--- config.mk ---
export PLATFORM = sky130hd
export DESIGN_NAME = vga_timing_gen
export DESIGN_NICKNAME = d
export VERILOG_FILES = /design/src/rtl/vga_timing_gen.sv
export SDC_FILE = /design/constraint.sdc
export NUM_CORES = 1
export LEC_CHECK = 0
export CORE_MARGIN = 2
export CORE_UTILIZATION = 54
export CTS_BUF_LIST = sky130_fd_sc_hd__clkbuf_8
export CTS_CLUSTER_SIZE = 25
export DETAILED_ROUTE_END_ITERATION = 10
export GPL_TIMING_DRIVEN = 1
export PLACE_DENSITY_LB_ADDON = 0.15
export RECOVER_POWER = 50
export REMOVE_ABC_BUFFERS = 1
export SETUP_SLACK_MARGIN = 0.05
export SYNTH_ARGS = -nofsm -noshare
export SYNTH_HDL_FRONTEND = slang
export SYNTH_SLANG_ARGS = --single-unit
--- constraint.sdc ---
create_clock -name clk -period 3.9 [get_ports clk]
set_input_delay 0.78 -clock clk [delete_from_list [all_inputs] [get_ports clk]]
set_output_delay 0.78 -clock clk [all_outputs]
set_load 0.05 [all_outputs]
--- src/rtl/vga_timing_gen.sv ---
// vga_timing_gen: 640x480@60Hz raster timing generator, one pixel per clk.
// Free-running column/line counters and registered active-low sync pulses.
// The syncs lag the counters by one clock. display_on is combinational from
// the counters, so a consumer that registers its colour output once lines
// up with the registered syncs.
module vga_timing_gen #(
  parameter int H_DISPLAY = 640,
  parameter int H_FRONT   = 16,
  parameter int H_SYNC    = 96,
  parameter int H_BACK    = 48,
  parameter int V_DISPLAY = 480,
  parameter int V_BOTTOM  = 10,
  parameter int V_SYNC    = 2,
  parameter int V_TOP     = 33
) (
  input  logic       clk,
  input  logic       rst_n,
  output logic       hsync,
  output logic       vsync,
  output logic       display_on,
  output logic [9:0] hpos,
  output logic [9:0] vpos
);

  // Derived raster landmarks, held at counter width.
  localparam logic [9:0] H_MAX    = 10'(H_DISPLAY + H_FRONT + H_SYNC + H_BACK - 1);
  localparam logic [9:0] V_MAX    = 10'(V_DISPLAY + V_BOTTOM + V_SYNC + V_TOP - 1);
  localparam logic [9:0] HS_START = 10'(H_DISPLAY + H_FRONT);
  localparam logic [9:0] HS_END   = 10'(H_DISPLAY + H_FRONT + H_SYNC - 1);
  localparam logic [9:0] VS_START = 10'(V_DISPLAY + V_BOTTOM);
  localparam logic [9:0] VS_END   = 10'(V_DISPLAY + V_BOTTOM + V_SYNC - 1);
  localparam logic [9:0] H_VIS    = 10'(H_DISPLAY);
  localparam logic [9:0] V_VIS    = 10'(V_DISPLAY);

  logic [9:0] hpos_q, hpos_d;
  logic [9:0] vpos_q, vpos_d;
  logic       hsync_q, hsync_d;
  logic       vsync_q, vsync_d;

  // Next-state: column always advances, line advances only at end of line,
  // both wrap in a single step. Syncs decode the current (not next) position.
  always_comb begin
    hpos_d  = hpos_q + 10'd1;
    vpos_d  = vpos_q;
    if (hpos_q == H_MAX) begin
      hpos_d = 10'd0;
      if (vpos_q == V_MAX) begin
        vpos_d = 10'd0;
      end else begin
        vpos_d = vpos_q + 10'd1;
      end
    end
    hsync_d = ~((hpos_q >= HS_START) && (hpos_q <= HS_END));
    vsync_d = ~((vpos_q >= VS_START) && (vpos_q <= VS_END));
  end

  // State registers; reset parks the raster at (0,0) with both syncs idle.
  always_ff @(posedge clk) begin
    if (!rst_n) begin
      hpos_q  <= 10'd0;
      vpos_q  <= 10'd0;
      hsync_q <= 1'b1;
      vsync_q <= 1'b1;
    end else begin
      hpos_q  <= hpos_d;
      vpos_q  <= vpos_d;
      hsync_q <= hsync_d;
      vsync_q <= vsync_d;
    end
  end

  assign hpos       = hpos_q;
  assign vpos       = vpos_q;
  assign hsync      = hsync_q;
  assign vsync      = vsync_q;
  assign display_on = (hpos_q < H_VIS) && (vpos_q < V_VIS);

endmodule

After elaboration in Yosys (flattened, before gate mapping)
Cells that the tools add are included.
{"block": "op_classes", "n_lt_le_gt_ge": 6, "n_bitwise": 3, "n_mux": 1, "reduce_logical": 4, "n_addsub": 2, "n_eq_ne": 2}
{"op": "$add 10x1->10 const B", "count": 2}
{"op": "$eq 10x10->1 const B", "count": 2}
{"op": "$ge 10x10->1 const B", "count": 1}
{"op": "$ge 10x9->1 const B", "count": 1}
{"op": "$le 10x10->1 const B", "count": 1}
{"op": "$le 10x9->1 const B", "count": 1}
{"op": "$lt 10x10->1 const B", "count": 1}
{"op": "$lt 10x9->1 const B", "count": 1}
{"op": "$mux 10", "count": 1}
{"op": "$logic_and 1x1->1", "count": 3}
{"op": "$not 1->1", "count": 3}
{"op": "$reduce_or 2->1", "count": 1}
{"block": "word_totals", "inputBits": 2, "output_inout_bits": 23, "wordCells": 22, "ff_bits": 22}

Longest topological paths before layout
{"block": "depth", "ltp_word": 3, "depth_mapped": 6, "mapped_depth_nobuf": 6}

Worst setup path after synthesis
Ideal clock, no wire load.
{"block": "synth_timing", "path_type": "register to register", "from": "register hpos_q[0], in the netlist hpos[0]", "to": "register vpos_q[0], in the netlist vpos[0]", "t_arrival_ns": 2.151, "path_buffers": 1, "setup_time_ns": 0.129, "period_less_slack_ns": 2.280, "setup_slack_ns": 1.620, "stages_incl_launch_ff": 7, "required_ns": 3.771, "path_cell_list": "dfxtp_1 ha_1 nand3_1 or3_2 clkbuf_1 o21ai_2 nor2_1"}
{"block": "synth_between", "elab_chain_len": 1}
{"item": "start: declaration", "line_no": "35", "source": "logic [9:0] hpos_q, hpos_d;"}
{"item": "start signal: assignment", "line_no": "65", "source": "hpos_q <= hpos_d;"}
{"item": "$eq 10x10->1", "line_no": "45", "source": "if (hpos_q == H_MAX) begin"}
{"item": "end signal: assignment", "line_no": "66", "source": "vpos_q <= vpos_d;"}
{"item": "end: declaration", "line_no": "36", "source": "logic [9:0] vpos_q, vpos_d;"}
Every way passes these cells.
A chain may end at the register's enable or synchronous reset.

Final worst setup path
{"block": "layout_timing", "from": "register hpos_q[0], in the netlist hpos[0]", "to": "register vpos_q[2], in the netlist vpos[2]"}
The elaborated chain is that of the path after synthesis.

==> impl_metrics.ini <==
[cts]
cts_tree = built
cts_max_path_buffers = 2
post_cts_buffers = 0
clkTransAtPathRegs_ps = 80
cts_max_level = 1
cts_buffers = 3
cts.repair.resized = 0
postCtsHoldBufs = 0
cts_sinks = 22
cts_root_buffer = clkbuf_8
insertion_delay_ps = 260

[yosys]
syn-cell-area_sq_um = 1050
seq_area_frac_synth_pct = 41.8
yosysUniqueCellTypes = 29
postSynthAreaPerCell_sq_um = 8.93
synth_area_leader_cell = dfxtp_1
ys_seq_elements = 22
synth_edf_count = 0
ys.flop_type = dfxtp_1
async_flop_share_pct = 0
synth_most_common_cell = dfxtp_1
synth_top_area_share_pct = 41.8
synth.cells.most_frequent = 22 x dfxtp_1, 15 x nor2_1, 8 x nand2_1, 7 x xor2_1
synth_area_leaders = dfxtp_1 42%, ha_1 5.9%, xor2_1 5.8%
yosysWarnings = 0
syn_inst = 118

[timing]
rsz0062_at_grt = false
slew_viol_final = 0
finalSetupViolations = 0
clock.fmax_mhz = 372
skew_ps = 5.09
relSlewSlack_pct = 15.8
hold_viol = 0
setup_ws_ps = 1210
min_period_over_period_pct = 68.9
tightestPinTransition_ps = 1250
fin_crit_ps = 2690
tns_ps = 0

[floorplan]
die_h_microns = 48.2
rows = 15
core_sq_um = 1780
die_area_sq_um = 2320
io_pins = 25
dieWidth_microns = 48.2
initial_core_util_pct = 59.1

[route]
drtAntennaViolNets = 0
drt-total-wl_microns = 2200
drt-initial-drc-count = 22
wl_per_cell_microns = 13.1
drc_errors = 0
drt_pre_antenna_iters = 4
vias = 959
via_per_inst = 5.71

[power_and_ir_drop]
p_leak_uw = 0.000476
pwr_density_cell_nw_per_um2 = 307
ir_drop_mv = 0.260

[cells_and_area]
fin_nets = 151
areaGrowthSynthToFinish_pct = 29.5
design_area_sq_um = 1360
layout-drive-gt1-share_pct = 6.99
finalNonFillerCells = 168
num_antenna_cells = 0

[min_path]
worstHoldPathType = reg -> reg
holdPathStages = 1
hp-start = hpos[0]$_SDFF_PP0_

[placed_design]
place_congestion = 0.820
place_area_sq_um = 1310
pre_cts_slack_ps = 1650
port_buffers = 24
placed_cells = 164
hpwl_microns = 1570

[grt]
grt_max_degree = 13
grt_pass1_wl_microns = 3590
antenna_found_initial = 0
groute.usage.overall_pct = 22.4
grt.overflow.total = 0
grt_pass1_vias = 801

[setup_path]
cp-startpoint = hpos[0]$_SDFF_PP0_
critical_path.max_fanout = 10
rr_worst_depth = 5
worstPathArrival_ps = 2790
required_ps = 4000
end_kind = flip-flop
cp-start-kind = flip-flop
worstSetupPathType = reg -> reg
timing.rr.start = hpos[0]$_SDFF_PP0_

[run]
drv_cap = 0

[status]
outcome = completed
[layer usage]
metal,GRT usage (%),up-vias,part of all wire [%]
met5,0,-,0
met2,31.6,37,47
met1,31.7,449,46
li1,-,464,-
met4,10.8,0,2.0
met3,5.93,9,5.1
[through the flow]
stage          power, uW  hold slack, ps  util (%)
2_1_floorplan        251             674         -
3_3_place_gp         259             474      73.6
3_5_place_dp         260             486      73.6
4_1_cts              418             506      76.7
5_1_grt              431             549      76.5
6_report             419             501      76.5
[cells by family after synthesis]
logic type | count (synthesis) | synth area share [%]
adder cells (fa/ha/maj) | 5 | 5.94
AO/OA/AOI/OAI | 10 | 5.70
XOR/XNOR | 13 | 10.8
AND/OR/NAND/NOR | 59 | 31.8
flip-flops | 22 | 41.8
multiplexers | 1 | 0.950
buffers and inverters | 8 | 2.97
[layout by cell type, fill, tap and decap left out, types with 6 or more instances in the layout]
cell             count
nand2_1              8
nand3_1              6
dfxtp_1             22
xnor2_1              6
clkdlybuf4s50_1     21
nor2_1              15
xor2_1               7
[power by group]
| part | switching [uW] | total, uW | internal (uW) |
|---|---|---|---|
| clock network | 74.8 | 165 | 90.0 |
| logic | 16.0 | 23.5 | 7.41 |
| registers | 3.56 | 231 | 227 |
| total | 94.4 | 419 | 324 |
[final timing paths]
path                          end  slack (ps)
max          vpos[2]$_SDFFE_PN0N_        1210
min            hpos[0]$_SDFF_PP0_         500
max reg2reg  vpos[2]$_SDFFE_PN0N_        1210
min reg2reg    hpos[0]$_SDFF_PP0_         500
[cell type report]
cell class,instances,area (sq um)
clock buffer,4,55.1
fill,135,419
inverter,5,18.8
multi-input combinational,88,578
sequential,22,440
tap,25,31.3
timing repair buffer,24,240
[sequential cells by signal, indices dropped and copies added, names as in the netlist]
name and cells:
vpos 10, hpos 10, hsync 1, vsync 1
[worst max-delay path, stage by stage, from the launching register on]
cell and delay [ps]:
dfxtp_1 410, ha_1 250, nand3_1 190, or3_2 540, o21ai_0 1010, nor2_1 130
Power figures use the tool's default switching activity.
